<file path="src/rtl/operand_bypass_unit_pkg.sv">
// Shared types and defaults for the operand bypass unit: the history-entry layout and
// the hard-wired zero register.
package operand_bypass_unit_pkg;

   localparam int BYP_DATA_W = 16;
   localparam int BYP_REG_AW = 4;

   localparam logic [BYP_REG_AW-1:0] ZERO_REG = '0;

   typedef struct packed {
      logic                  we;
      logic [BYP_REG_AW-1:0] rd;
      logic [BYP_DATA_W-1:0] data;
      logic                  dvld;
   } hist_entry_t;

endpackage

</file>
<file path="src/rtl/bypass_lookup.sv">
// Resolves one read operand against the write history: the youngest matching entry wins,
// a pending match stalls unless its late result arrives on the fill port this cycle.
module bypass_lookup
   import operand_bypass_unit_pkg::*;
#(
   parameter int DEPTH    = 3,
   parameter int FILL_IDX = 1
) (
   input  logic [BYP_REG_AW-1:0] i_addr,
   input  logic [BYP_DATA_W-1:0] i_rf_data,
   input  hist_entry_t [DEPTH-1:0] i_hist,
   input  logic                  i_fill_vld,
   input  logic [BYP_DATA_W-1:0] i_fill_data,
   output logic [BYP_DATA_W-1:0] o_data,
   output logic                  o_stall,
   output logic                  o_fwd
);

   logic        w_hit;
   logic        w_sel_fill;
   hist_entry_t w_sel;

   // NOTE: every signal written here gets a default first, otherwise a path that skips
   // the assignment makes synthesis infer a latch.
   always_comb begin
      w_hit      = 1'b0;
      w_sel_fill = 1'b0;
      w_sel      = '0;
      // Scan oldest to youngest so the youngest match is the one left standing.
      for (int i = DEPTH - 1; i >= 0; i--) begin
         if (i_hist[i].we && (i_hist[i].rd == i_addr)) begin
            w_hit      = 1'b1;
            w_sel      = i_hist[i];
            w_sel_fill = (i == FILL_IDX);
         end
      end

      o_data  = i_rf_data;
      o_stall = 1'b0;
      o_fwd   = 1'b0;
      if (i_addr == ZERO_REG) begin
         o_data = '0;
      end else if (w_hit) begin
         if (w_sel.dvld) begin
            o_data = w_sel.data;
            o_fwd  = 1'b1;
         end else if (w_sel_fill && i_fill_vld) begin
            o_data = i_fill_data;
            o_fwd  = 1'b1;
         end else begin
            o_data  = '0;
            o_stall = 1'b1;
         end
      end
   end

endmodule

</file>
<file path="src/rtl/operand_bypass_unit.sv">
// Parametrised operand forwarding unit: DEPTH-entry write history plus NUM_SRC lookups.
// Optional BYPASS_STATS_EN adds saturating forward/stall event counters.
module operand_bypass_unit
   import operand_bypass_unit_pkg::*;
#(
   parameter int DATA_W   = BYP_DATA_W,
   parameter int REG_AW   = BYP_REG_AW,
   parameter int NUM_SRC  = 2,
   parameter int DEPTH    = 3,
   parameter int FILL_IDX = 1
) (
   input  logic                      clk,
   input  logic                      rst_n,
   input  logic                      adv,
   input  logic                      flush,
   input  logic                      iss_we,
   input  logic [REG_AW-1:0]         iss_rd,
   input  logic [DATA_W-1:0]         iss_data,
   input  logic                      iss_dvld,
   input  logic                      fill_vld,
   input  logic [DATA_W-1:0]         fill_data,
   input  logic [NUM_SRC*REG_AW-1:0] src_addr,
   input  logic [NUM_SRC*DATA_W-1:0] src_rf_data,
   output logic [NUM_SRC*DATA_W-1:0] src_data,
   output logic [NUM_SRC-1:0]        src_stall,
   output logic                      stall_o
`ifdef BYPASS_STATS_EN
   ,
   output logic [15:0]               fwd_cnt,
   output logic [15:0]               stall_cnt
`endif
);

   hist_entry_t [DEPTH-1:0] r_hist;
   hist_entry_t [DEPTH-1:0] w_filled;
   hist_entry_t [DEPTH-1:0] w_hist_nxt;
   hist_entry_t             w_new;
   logic                    w_fill_ok;
   logic [NUM_SRC-1:0]      w_fwd;

   // Fill is applied before the shift, so with adv it lands one entry older (or falls off).
   always_comb begin
      w_fill_ok  = fill_vld && r_hist[FILL_IDX].we && !r_hist[FILL_IDX].dvld;
      w_new.we   = iss_we && (iss_rd != ZERO_REG);
      w_new.rd   = iss_rd;
      w_new.data = iss_data;
      w_new.dvld = iss_dvld;
      w_filled   = r_hist;
      if (w_fill_ok) begin
         w_filled[FILL_IDX].data = fill_data;
         w_filled[FILL_IDX].dvld = 1'b1;
      end
      w_hist_nxt = adv ? {w_filled[DEPTH-2:0], w_new} : w_filled;
   end

   // NOTE: the history is a handful of flops, not a RAM, so it is reset; sequential state
   // is written with <= so every entry samples the pre-edge values of its neighbour.
   always_ff @(posedge clk or negedge rst_n) begin
      if (!rst_n) begin
         r_hist <= '0;
      end else if (flush) begin
         r_hist <= '0;
      end else begin
         r_hist <= w_hist_nxt;
      end
   end

   for (genvar s = 0; s < NUM_SRC; s++) begin : g_src
      bypass_lookup #(
         .DEPTH    (DEPTH),
         .FILL_IDX (FILL_IDX)
      ) u_lookup (
         .i_addr      (src_addr[s*REG_AW +: REG_AW]),
         .i_rf_data   (src_rf_data[s*DATA_W +: DATA_W]),
         .i_hist      (r_hist),
         .i_fill_vld  (fill_vld),
         .i_fill_data (fill_data),
         .o_data      (src_data[s*DATA_W +: DATA_W]),
         .o_stall     (src_stall[s]),
         .o_fwd       (w_fwd[s])
      );
   end

   assign stall_o = |src_stall;

`ifdef BYPASS_STATS_EN
   // Counters survive flush; only reset clears them.
   always_ff @(posedge clk or negedge rst_n) begin
      if (!rst_n) begin
         fwd_cnt   <= '0;
         stall_cnt <= '0;
      end else begin
         if (|w_fwd && (fwd_cnt != 16'hFFFF)) begin
            fwd_cnt <= fwd_cnt + 16'd1;
         end
         if (stall_o && (stall_cnt != 16'hFFFF)) begin
            stall_cnt <= stall_cnt + 16'd1;
         end
      end
   end
`else
   logic w_unused_fwd;
   assign w_unused_fwd = |w_fwd;
`endif

endmodule
</file>
<file path="config.mk">
export PLATFORM = sky130hd
export DESIGN_NAME = operand_bypass_unit
export DESIGN_NICKNAME = d
export VERILOG_FILES = /design/src/rtl/operand_bypass_unit_pkg.sv /design/src/rtl/bypass_lookup.sv /design/src/rtl/operand_bypass_unit.sv
export SDC_FILE = /design/constraint.sdc
export NUM_CORES = 1
export LEC_CHECK = 0
export ABC_AREA = 1
export CAP_MARGIN = 25
export CORE_MARGIN = 5
export CORE_UTILIZATION = 45
export DETAILED_ROUTE_END_ITERATION = 10
export GPL_ROUTABILITY_DRIVEN = 1
export MAX_ROUTING_LAYER = met4
export PLACE_DENSITY_LB_ADDON = 0.3
export RECOVER_POWER = 50
export SLEW_MARGIN = 0
export SYNTH_ARGS = -nofsm -noshare
export SYNTH_HDL_FRONTEND = slang
export SYNTH_HIERARCHICAL = 1
export SYNTH_SLANG_ARGS = --single-unit
</file>
<file path="constraint.sdc">
create_clock -name clk -period 5.1 [get_ports clk]
set_input_delay 1.02 -clock clk [delete_from_list [all_inputs] [get_ports clk]]
set_output_delay 1.02 -clock clk [all_outputs]
set_load 0.01 [all_outputs]
</file>
==> results of run 1 <==
==> per-layer routing <==
metal / wire length [um] / vias up
met2: 6520 / 239
li1: - / 3001
met5: 0 / -
met3: 1560 / 16
met1: 8440 / 2613
met4: 183 / 0
==> per-stage QoR <==
step	std cells	area [um2]	hold WS, ps	worst slack (ps)	utilization (%)
finish	1185	7000	504	380	58.1
global route	1185	7000	512	84.6	58.1
floorplan	915	5540	471	1770	-
detailed placement	1169	6730	488	407	55.8
CTS	1185	7020	503	400	58.2
global placement	1169	6730	490	399	55.8
==> how the worst max path moves through the flow <==
stage / endpoint / cells after the start
after floorplan: stall_o / 12
after detailed placement: src_data[15] / 14
after global routing: stall_o / 13
after CTS: src_data[15] / 14
after global placement: stall_o / 13
final: stall_o / 13
==> layout make-up <==
cell class	count	share of cell area (%)
Clock inverter	4	0.357
Multi-Input combinational cell	685	44.9
Clock buffer	12	3.80
Timing Repair Buffer	127	17.6
Sequential cell	66	23.6
Inverter	123	6.73
Tap cell	168	3.00
==> report_power, final <==
group	switching (uW)	internal (uW)	total [uW]
sequential	27.6	545	572
clock	216	366	582
combinational	133	132	265
total	376	1040	1420
==> critical path: stages <==
cell and delay, ps:
clkdlybuf4s50_1 540, inv_2 70, nand2_1 60, o21ai_1 60, nor2_1 110, nand3_2 290, nor2_1 270, inv_2 70
nand2_4 270, nand3_1 110, nor2_1 170, or2_2 140, clkdlybuf4s50_1 520
==> metrics.md, run 1 <==
| Metric | Value |
|---|---|
| Post-route DRC | `0` |
| Hold path start | `r_hist[60]$_DFFE_PN0P_` |
| Power, Total | `1420 uW` |
| Worst R2R Start | `r_hist[43]$_DFFE_PN0P_` |
| Die area | `14600 um2` |
| Status | `finished, violations left` |
| H-tree depth | `3` |
| Yosys warns | `6` |
| Peak VDD IR | `191 uV` |
| First-iteration detailed-routing DRC count | `611` |
| Layout Nets | `1095` |
| Layout cells sized above 1 | `9.64%` |
| Largest registers | `r_hist: 66 flops` |
| GRT Max-Usage Layer | `met1` |
| Routed Antenna Nets | `0` |
| Slew headroom | `-49.2%` |
| Hold path depth | `2` |
| Worst-path fanout max | `32` |
| Min cycle time layout | `4720 ps` |
| Multi-input logic area | `3150 um2` |
| # fillers | `1208` |
| Drt wl/cell | `14.1 um` |
| Drt total wl | `16700 um` |
| Crit path DAT | `3700 ps` |
| Site row count | `40` |
| R2R cell count | `5` |
| Largest register FFs | `66` |
| Hold Vio Cnt, Final | `0` |
| CTS tree | `built` |
| Die width | `121 um` |
| Final setup viols | `0` |
| Met2 usage | `31.4%` |
| Inserted Clock Buffers | `9` |
| Aggregate global-route resource usage | `23.7%` |
| RSZ-0062 raised after global routing | `false` |
| FF-to-FF setup slack | `2970 ps` |
| Failing checks | `max-capacitance violations, max-slew violations` |
| Commonest non-fill, non-tap cell in the layout | `nand2_1` |
| Synth-to-layout area growth | `26.5%` |
| CP Launch Point | `src_addr[3]` |
| Worst-Margin Slew | `2240 ps` |
| Clk Latency, worst-skew pair | `330 ps` |
| Mapped Area | `5540 um2` |
| Maxcap violations | `2` |
| Post-CTS Setup Bufs | `0` |
| CTS resizes | `0` |
| Synthesized area per cell | `6.05 um2` |
| First-pass GRT wire length | `27300 um` |
| Largest net degree at the start of global routing | `52` |
| Clock root cell | `clkbuf_16` |
| Final cycle utilization of the critical path | `92.5%` |
| Pre-antenna DRT Iters | `5` |
| # port buffers | `117` |
| FMAX | `0.212 GHz` |
| Hold Path Sink | `r_hist[60]$_DFFE_PN0P_` |
| Global routing usage on met1 | `37.3%` |
| Commonest non-fill, non-tap cells in the layout | `nand2_1, nor2_1, clkdlybuf4s50_1` |
| Initial core utilization | `45.9%` |
| Hpwl dp | `12400 um` |
| Clock-pin transition on the worst setup and hold timing paths | `60 ps` |
| # clock sinks | `66` |
| Cells after Synth | `915` |
| DIE HEIGHT | `121 um` |
| Met3 usage | `4.24%` |
| CTS Hold Bufs | `0` |
| Leak | `0.00341 uW` |
| Vias | `5869` |
| GR Overflow Total | `0` |
| Biggest register | `r_hist` |
| Placer Congestion | `0.938` |
| Max Slew Vio Count | `95` |
| Sequential Area | `1650 um2` |
| Initial antenna violation count | `0` |
| Core area | `12100 um2` |
| Worst Hold Class | `flip-flop to flip-flop` |
| CP Launch Type | `input pin` |
| Fin Setup TNS | `0 ps` |
| Reg-to-reg critical path endpoint | `r_hist[51]$_DFFE_PN0P_` |
| WP data required | `4080 ps` |
| Diodes inserted | `0` |
| Io pins | `118` |
| PwrDens | `203 nW/um2` |
| CTS max path bufs | `2` |
| Via density | `4.95` |
| Vias in the first global route | `5172` |
| Layout Skew | `4.30 ps` |
| Crit. End Element | `primary output` |
| Kind of critical path | `input pin to primary output` |
| Syn Nets | `998` |
No activity file was read; power rests on OpenSTA's default activity.
==> run 2: changes to the inputs <==
- ABC_CLOCK_PERIOD_IN_PS: not set -> 4800
- clock period: 5.1 -> 4.8 ns (I/O delays scaled with it)
==> run 2 against run 1 <==
Compared with the run above:
- the flow still finishes with violations (max-capacitance violations, max-slew violations)
- total power grew 11%
- critical endpoint unchanged
- sequential power is 6.1% higher
- largest cell class unchanged
- register-to-register slack improved by 320 ps
- final area up 0.95%
- largest power group unchanged
- die area unchanged
==> metrics.md, run 2 (synthesized netlist as in run 1, its figures left out) <==
| Metric | Value |
|---|---|
| Layout Skew | `7.10 ps (+2.80 ps)` |
| FMAX | `0.223 GHz` |
| Global routing usage on met1 | `35.6% (-1.7 points)` |
| Site row count | `40 (unchanged)` |
| First-pass GRT wire length | `27300 um (unchanged)` |
| Hold Vio Cnt, Final | `0 (unchanged)` |
| Crit path DAT | `3520 ps (-180 ps)` |
| Layout Nets | `1099 (+0.37%)` |
| GRT Max-Usage Layer | `met1` |
| Net Sw Frac | `25.0% (-1.5 points)` |
| Total net switching power | `395 uW (+5.0%)` |
| RSZ-0062 raised after global routing | `false` |
| Power share of the combinational group | `17.8% (-0.9 points)` |
| CTS Hold Bufs | `0 (unchanged)` |
| GR Overflow Total | `0 (unchanged)` |
| Initial antenna violation count | `0 (unchanged)` |
| CTS max path bufs | `2 (unchanged)` |
| Die width | `121 um (unchanged)` |
| Clk pwr share | `43.8% (+2.8 points)` |
| Most frequent CP cell | `nor2_1` |
| Hpwl dp | `12300 um (-0.96%)` |
| Crit. End Element | `primary output` |
| WP data required | `3840 ps (-240 ps)` |
| Failing checks | `max-capacitance violations, max-slew violations` |
| Diodes inserted | `0 (unchanged)` |
| Die area | `14600 um2 (unchanged)` |
| CP Launch Type | `input pin` |
| First-iteration detailed-routing DRC count | `635 (+3.9%)` |
| Clock-pin transition on the worst setup and hold timing paths | `60 ps (about the same)` |
| Placer Congestion | `0.936 (-0.15%)` |
| Max Slew Vio Count | `121 (+27%)` |
| Clock root cell | `clkbuf_16` |
| Slowest CP cell | `clkdlybuf4s50_1` |
| Placed cell area | `6760 um2 (+0.45%)` |
| Register share of total power | `38.4% (-1.9 points)` |
| # clock sinks | `66 (unchanged)` |
| Maxcap violations | `3 (+1)` |
| Biggest register | `r_hist` |
| Met2 usage | `33.1% (+1.7 points)` |
| Worst-Margin Slew | `2190 ps (-44.3 ps)` |
| Largest net degree at the start of global routing | `52 (unchanged)` |
| DIE HEIGHT | `121 um (unchanged)` |
| Io pins | `118 (unchanged)` |
| CTS resizes | `0 (unchanged)` |
| Largest register FFs | `66 (unchanged)` |
| Slew headroom | `-46.3% (+3.0 points)` |
| Synth-to-layout area growth | `27.7%` |
| Worst-path fanout max | `32 (unchanged)` |
| Status | `finished, violations left` |
| Leak | `0.00344 uW (+1.0%)` |
| Post-CTS Setup Bufs | `0 (unchanged)` |
| Worst Path Buf+Inv | `4 (unchanged)` |
| Post-route DRC | `0 (unchanged)` |
| Kind of critical path | `input pin to primary output` |
| Layout cells sized above 1 | `9.99% (+0.35 points)` |
| Cell-internal power | `1190 uW (+14%)` |
| CP top delay family | `simple AND/OR/NAND/NOR gates` |
| H-tree depth | `3 (unchanged)` |
| Final cycle utilization of the critical path | `93.3%` |
| Largest registers | `r_hist: 66 flops` |
| Vias | `5829 (-0.68%)` |
| Initial core utilization | `45.9% (unchanged)` |
| CTS tree | `built` |
| Aggregate global-route resource usage | `23.8% (+0.12 points)` |
| Met3 usage | `3.82% (-0.42 points)` |
| Max stage delay on crit path | `550 ps (about the same)` |
| Pre-antenna DRT Iters | `5 (unchanged)` |
| Fin area | `7070 um2 (+0.95%)` |
| Peak VDD IR | `213 uV (+11%)` |
| Vias in the first global route | `5349 (+3.4%)` |
| # port buffers | `117 (unchanged)` |
| Routed Antenna Nets | `0 (unchanged)` |
| Drt total wl | `16500 um (-1.3%)` |
| FF-to-FF setup slack | `3290 ps (+320 ps)` |
| PwrDens | `224 nW/um2 (+10%)` |
| Commonest non-fill, non-tap cells in the layout | `nand2_1, nor2_1, clkdlybuf4s50_1` |
| Cell chain of the critical path | `clkdlybuf4s50_1 -> inv_2 -> nand2_1 -> o21ai_1 -> nor2_1 -> nand3_2 -> nor2_1 -> inv_2 -> nand2_4 -> nand3_1 -> nor2_1 -> or2_2 -> clkdlybuf4s50_1` |
| Inserted Clock Buffers | `9 (unchanged)` |
| Clk Latency, worst-skew pair | `330 ps (about the same)` |
| Worst Hold Class | `flip-flop to flip-flop` |
| Final setup viols | `0 (unchanged)` |
| Via density | `4.90 (-1.0%)` |
| Commonest non-fill, non-tap cell in the layout | `nand2_1` |
| Fin Setup TNS | `0 ps (unchanged)` |
| Min cycle time layout | `4480 ps` |
| Core area | `12100 um2 (unchanged)` |
| Drt wl/cell | `13.9 um (-1.6%)` |
## run 2: changes by cell type in the layout (fill, tap and decap cells not counted), sizes merged
cell      change
bufinv        +2
buf           +4
clkinvlp      -1
clkbuf        -1
## run 2: metrics by stage
stage	hold slack, ps	total power [uW]	setup slack [ps]	std cells	utilization (%)
2_1_floorplan	471	736	1590	915	-
3_3_place_gp	486	893	357	1173	56.0
3_5_place_dp	489	896	321	1173	56.0
4_1_cts	504	1590	321	1189	58.7
5_1_grt	531	1650	103	1189	58.6
6_report	506	1580	321	1189	58.6
## run 2: worst paths after layout
check | startpoint | to | cells past startpoint
worst max-delay path | src_addr[7] | stall_o | 13
worst min-delay path | r_hist[51]$_DFFE_PN0P_ | r_hist[51]$_DFFE_PN0P_ | 2
worst max register to register | r_hist[43]$_DFFE_PN0P_ | r_hist[46]$_DFFE_PN0P_ | 5
worst min register to register | r_hist[51]$_DFFE_PN0P_ | r_hist[51]$_DFFE_PN0P_ | 2
max in group asynchronous | rst_n | r_hist[43]$_DFFE_PN0P_ | 2
min in group asynchronous | rst_n | r_hist[19]$_DFFE_PN0P_ | 1
## run 2: layout make-up
cell class | count | area [um2]
well taps | 168 | 210
flip-flops and latches | 66 | 1650
fillers | 1179 | 4990
repair buffers | 131 | 1260
clock buffers | 11 | 243
inverters | 123 | 472
clock inverters | 5 | 77.6
multi-input cells | 685 | 3150
## run 2: layer usage
layer,routed length [um],vias up
li1,-,3007
met1,8000,2519
met2,6580,279
met3,1680,24
met4,216,0
met5,0,-
## run 2: power groups by stage
stage	combinational [uW]	clock, uW	sequential, uW
final	281	693	607
after global placement	278	0	614
after global routing	312	728	610
after detailed placement	281	0	615
after CTS	283	707	605
after floorplan	132	0	604
## run 2: tightest hold or removal path: stages (launching register included)
cell	delay, ps
dfrtp_1	360
nand2_1	60
nand2_1	60
==> edit 1, RTL diff (settings of run 2) <==
Set the package constant `BYP_DATA_W` to 24 (it was 16).
--- a/src/rtl/operand_bypass_unit_pkg.sv
+++ b/src/rtl/operand_bypass_unit_pkg.sv
@@ -3,5 +3,5 @@
 package operand_bypass_unit_pkg;
 
-   localparam int BYP_DATA_W = 16;
+   localparam int BYP_DATA_W = 24;
    localparam int BYP_REG_AW = 4;
 
Interface: changed (resized fill_data, iss_data, src_data and src_rf_data); port bits go from 118 to 166. The function was not compared with the original's and may differ.
==> edit 1 against run 2 <==
The run still ends with max-capacitance violations, max-slew violations left; synthesized cell count is 39% higher; worst setup slack worse by 0.096 ns; first-iteration DRC count is 36% higher; hold slack better by 0.0050 ns; count of clock-buffer cells in the layout is 1 lower; sequential cell count is 24 higher; sequential share of layout area is 0.052 points lower; power is 24% higher; cell area is 37% higher; combinational power is 40% higher; wire length is 47% higher; die area is 33% higher; area after synthesis is 36% higher; largest cell class unchanged.
==> edit 1: results (changes against run 2) <==
| Group | Metric | Value | Change |
|:---|:---|:---|:---|
| outcome | Outcome | finished, violations left |  |
| outcome | Violations in the final reports | max-capacitance violations, max-slew violations |  |
| setup path | Arrival time reported for the critical path endpoint | 3.62 ns | +0.10 ns |
| placement | Post-DP HPWL | 16.7 mm | +35% |
| sta | Ratio of final minimum period to clock period | 95.3% | +2.0 points |
| grt | Global-route wire length before repair | 39.6 mm | +45% |
| clock tree | Clock latency at the later pin of the worst-skew pair | 0.35 ns | +0.02 ns |
| setup path | Capture point of the worst reg-to-reg path | r_hist[45] |  |
| sta | Final Hold Slack | 0.511 ns | +0.00503 ns |
| grt | Maximum number of pins on one net before global-route repair | 71 | +37% |
| setup path | R2R Setup Slk | 3.10 ns | -0.19 ns |
| route | 1st-pass router iterations | 6 | +1 |
| placement | Number of buffers inserted by port buffering | 165 | +41% |
| route | Post-detailed-routing wire length | 24.3 mm | +47% |
| sta | Clock skew after layout | 0.00644 ns | -0.000662 ns |
| flow run | Max-cap viol count | 2 | -1 |
| layout | Regs by FF count | r_hist x90 |  |
| setup path | Highest cell delay on the worst timing path | 0.63 ns | +0.08 ns |
| power | Leakage power total | 4.73 nW | +38% |
| layout | Final net count | 1525 | +39% |
| min path | Origin of the worst min-delay path | r_hist[76] |  |
| placement | Worst slack, placed | 0.211 ns | -0.110 ns |
| route | Iter 0 DRT Violations | 862 | +36% |
| setup path | R2R Path Start | r_hist[59] |  |
| setup path | Worst Path Max Fanout | 22 | -31% |
| synthesis | Warning count from the yosys run | 6 | unchanged |
| power | IR drop worst, VDD | 0.208 mV | -2.3% |
| layout | Share of cells above drive strength 1 | 8.90% | -1.1 points |
| route | Routed vias | 8391 | +44% |
| sta | Number of slew-limit violations in the final report | 90 | -26% |
| grt | Total global-route track usage | 25.6% | +1.8 points |
| clock tree | CTS clk-pin slew, worst paths | 0.06 ns | about the same |
| placement | Placed inst area | 0.00935 mm² | +38% |
| grt | Via count of the first global-routing pass | 7900 | +48% |
| synthesis | Post-synth net total | 1391 | +39% |
[edit 1: cell types whose count changed in the layout (fill, tap and decap cells not counted), moves of 24 or more]
cell,run 2,this run
sky130_fd_sc_hd__a21oi_1,31,1
sky130_fd_sc_hd__nor2_1,133,216
sky130_fd_sc_hd__or2_2,17,47
sky130_fd_sc_hd__nand2_1,328,412
sky130_fd_sc_hd__dfrtp_1,66,90
sky130_fd_sc_hd__inv_1,107,148
sky130_fd_sc_hd__clkdlybuf4s50_1,115,163
sky130_fd_sc_hd__nand3_1,40,151
[edit 1: per-stage QoR]
stage,instances,utilization (%)
2_1_floorplan,1276,-
3_3_place_gp,1619,56.8
3_5_place_dp,1619,56.8
4_1_cts,1635,58.7
5_1_grt,1635,58.7
6_report,1635,58.7
[edit 1: area by class of cell]
type	instances	area, µm²
sequential	90	2250
fill	1601	6800
multi-input combinational	951	4260
tap	220	275
timing repair buffer	195	1940
clock buffer	10	239
clock inverter	6	73.8
inverter	163	622
[edit 1: routing by layer]
metal	vias to the layer above	GRT usage (%)	wire [µm]
li1	4212	-	-
met1	3773	32.6	10400
met2	342	42.0	11600
met3	64	3.46	1660
met4	0	8.91	674
met5	-	-	0
[edit 1: worst max-delay path by stage]
| stage | start | to | cells past startpoint |
|---|---|---|---|
| after CTS | src_addr[2] | src_data[2] | 14 |
| after global routing | src_addr[2] | src_data[9] | 15 |
| after global placement | src_addr[2] | src_data[2] | 13 |
| after detailed placement | src_addr[2] | src_data[2] | 14 |
| after floorplan | src_addr[7] | stall_o | 14 |
| final | src_addr[6] | src_data[38] | 13 |
[edit 1: power by group]
group / internal, mW / switching [mW]
clock: 0.424 / 0.323
sequential: 0.788 / 0.0328
combinational: 0.200 / 0.193
[edit 1: critical path, delay by kind of cell]
| family | cells | cell delay, ns |
|---|---|---|
| compound gates | 1 | 0.12 |
| buf+inv | 6 | 1.91 |
| simple gates | 6 | 0.62 |
[edit 1: repair_timing]
item                                    in CTS  in global routing
setup buffers                                0                  0
gates resized for setup                      0                  4
endpoints found under the hold margin        0                  0
endpoints found under the setup margin       0                  3
==> edit 2, RTL diff (config.mk and constraints of run 2) <==
Made on the original files. The option `BYPASS_STATS_EN` is turned on by a define.
--- a/src/rtl/operand_bypass_unit.sv
+++ b/src/rtl/operand_bypass_unit.sv
@@ -1,4 +1,6 @@
 // Parametrised operand forwarding unit: DEPTH-entry write history plus NUM_SRC lookups.
 // Optional BYPASS_STATS_EN adds saturating forward/stall event counters.
+`define BYPASS_STATS_EN
+
 module operand_bypass_unit
    import operand_bypass_unit_pkg::*;
Behaviour (old outputs only; new: fwd_cnt and stall_cnt): unchanged (equiv_simple and equiv_induct, registers matched by name and starting in step).
==> edit 2 against run 2 <==
Final cell count grew 29%; worst setup slack got worse by 0.070 ns; the flow still finishes with violations (max-capacitance violations, max-slew violations); area after synthesis grew 34%; register-to-register slack worse by 1.5 ns; power rose by 28%; sequential cell count increased by 32; global-route usage fell by 1.6 points; critical endpoint unchanged; wire length increased by 27%; cell area increased by 32%.
==> edit 2: results (changes against run 2) <==
| Group | Metric | Value | Change |
|:---|:---|:---|:---|
| outcome | Outcome | finished, violations left |  |
| outcome | Violations in the final reports | max-capacitance violations, max-slew violations |  |
| layout | Final standard cell count with taps included and fillers excluded | 1537 | +29% |
| grt | Number of antenna violations at the first check in global routing | 2 | +2 |
| route | Routed vias | 7579 | +30% |
| grt | Via count of the first global-routing pass | 6981 | +31% |
| power | Switching power total | 0.588 mW | +49% |
| synthesis | Fraction of registers with async set/reset | 100% |  |
| sta | Number of slew-limit violations in the final report | 102 | -16% |
| route | Metal2 WL | 8.77 mm | +33% |
| route | Routed met1 length | 10.3 mm | +29% |
| sta | Clock skew after layout | 0.00623 ns | -0.000871 ns |
| flow run | Max-cap viol count | 3 | unchanged |
| sta | Relative slew margins | -17.7% | +29 points |
| setup path | Highest cell delay on the worst timing path | 0.57 ns | +0.02 ns |
| placement | Number of buffers inserted by port buffering | 149 | +27% |
| placement | Post-DP HPWL | 15.7 mm | +27% |
| synthesis | Post-Syn Instances | 1179 | +29% |
| grt | Maximum number of pins on one net before global-route repair | 71 | +37% |
| synthesis | Post-synth net total | 1264 | +27% |
| power | IR drop worst, VDD | 0.206 mV | -3.2% |
| layout | Share of cells above drive strength 1 | 10.3% | +0.28 points |
| setup path | Arrival time reported for the critical path endpoint | 3.59 ns | +0.07 ns |
| layout | Regs by FF count | r_hist x66, fwd_cnt x16, stall_cnt x16 |  |
| placement | Placed cell count | 1519 | +29% |
| placement | Worst slack, placed | 0.303 ns | -0.0179 ns |
| power | Leakage power total | 4.26 nW | +24% |
| route | Iter 0 DRT Violations | 458 | -28% |
| placement | Final Wtd Congestion | 0.935 | -0.16% |
| grt | Global-route wire length before repair | 35.1 mm | +29% |
| synthesis | Sequential area share after synthesis | 33.0% |  |
| grt | Total global-route track usage | 22.2% | -1.6 points |
| clock tree | Buffer type at the clock tree root | sky130_fd_sc_hd__clkbuf_16 |  |
| route | Wire length on met3 | 1.70 mm | +0.65% |
| route | Post-detailed-routing wire length | 20.9 mm | +27% |
| layout | Number of inserted filler cells in the final layout | 1601 | +36% |
edit 2: kinds of logic (layout without fill, tap and decap cells):
kind of cell	after synthesis	in the layout	synth area share [%]
AO/OA/AOI/OAI	121	121	9.03
XOR/XNOR	13	13	1.53
adder cells (fa/ha/maj)	2	2	0.337
buffers and inverters	219	355	12.6
flip-flops	98	98	33.0
other	0	2	0
AND/OR/NAND/NOR	726	726	43.5
edit 2: layout make-up:
| class | count | area (µm²) | area share (%) |
|---|---|---|---|
| antenna | 2 | 5.00 | 0.0537 |
| inverter | 171 | 644 | 6.91 |
| timing repair buffer | 168 | 1620 | 17.4 |
| tap | 220 | 275 | 2.95 |
| clock buffer | 10 | 239 | 2.56 |
| multi-input combinational | 862 | 4040 | 43.3 |
| sequential | 98 | 2450 | 26.3 |
| clock inverter | 6 | 51.3 | 0.550 |
edit 2: layer usage:
metal	up-vias	GRT usage (%)
met5	-	-
met4	0	4.06
met3	19	4.73
met2	241	32.2
met1	3380	32.4
li1	3939	-
edit 2: critical path, delay by kind of cell:
kind | cells | cell delay (ns)
buffers and inverters | 4 | 1.39
and+or+nand+nor | 8 | 1.24
edit 2: worst paths after layout:
kind                                      end  slack (ns)   startpoint  cells past startpoint
worst min register to register    fwd_cnt[14]        0.52  fwd_cnt[14]                      2
min in group asynchronous       stall_cnt[13]        1.09        rst_n                      1
max in group asynchronous           r_hist[1]        1.55        rst_n                      2
worst max register to register    fwd_cnt[15]        1.82   r_hist[18]                     16
worst max-delay path                  stall_o        0.25  src_addr[7]                     12
worst min-delay path              fwd_cnt[14]        0.52  fwd_cnt[14]                      2
edit 2: stage by stage:
step,power (mW),hold WS [ns],instance area [µm²],util (%)
6_report,2.03,0.524,9330,56.9
5_1_grt,2.14,0.563,9330,56.9
4_1_cts,2.06,0.535,9350,57.0
3_5_place_dp,1.35,0.514,9050,55.2
3_3_place_gp,1.34,0.501,9030,55.1
2_1_floorplan,1.12,0.532,7430,-
edit 2: power groups by stage:
stage	combinational [mW]	clock [mW]	sequential, mW
finish	0.398	0.702	0.928
global placement	0.397	0	0.941
global route	0.444	0.761	0.937
detailed placement	0.405	0	0.941
floorplan	0.182	0	0.936
CTS	0.408	0.725	0.927
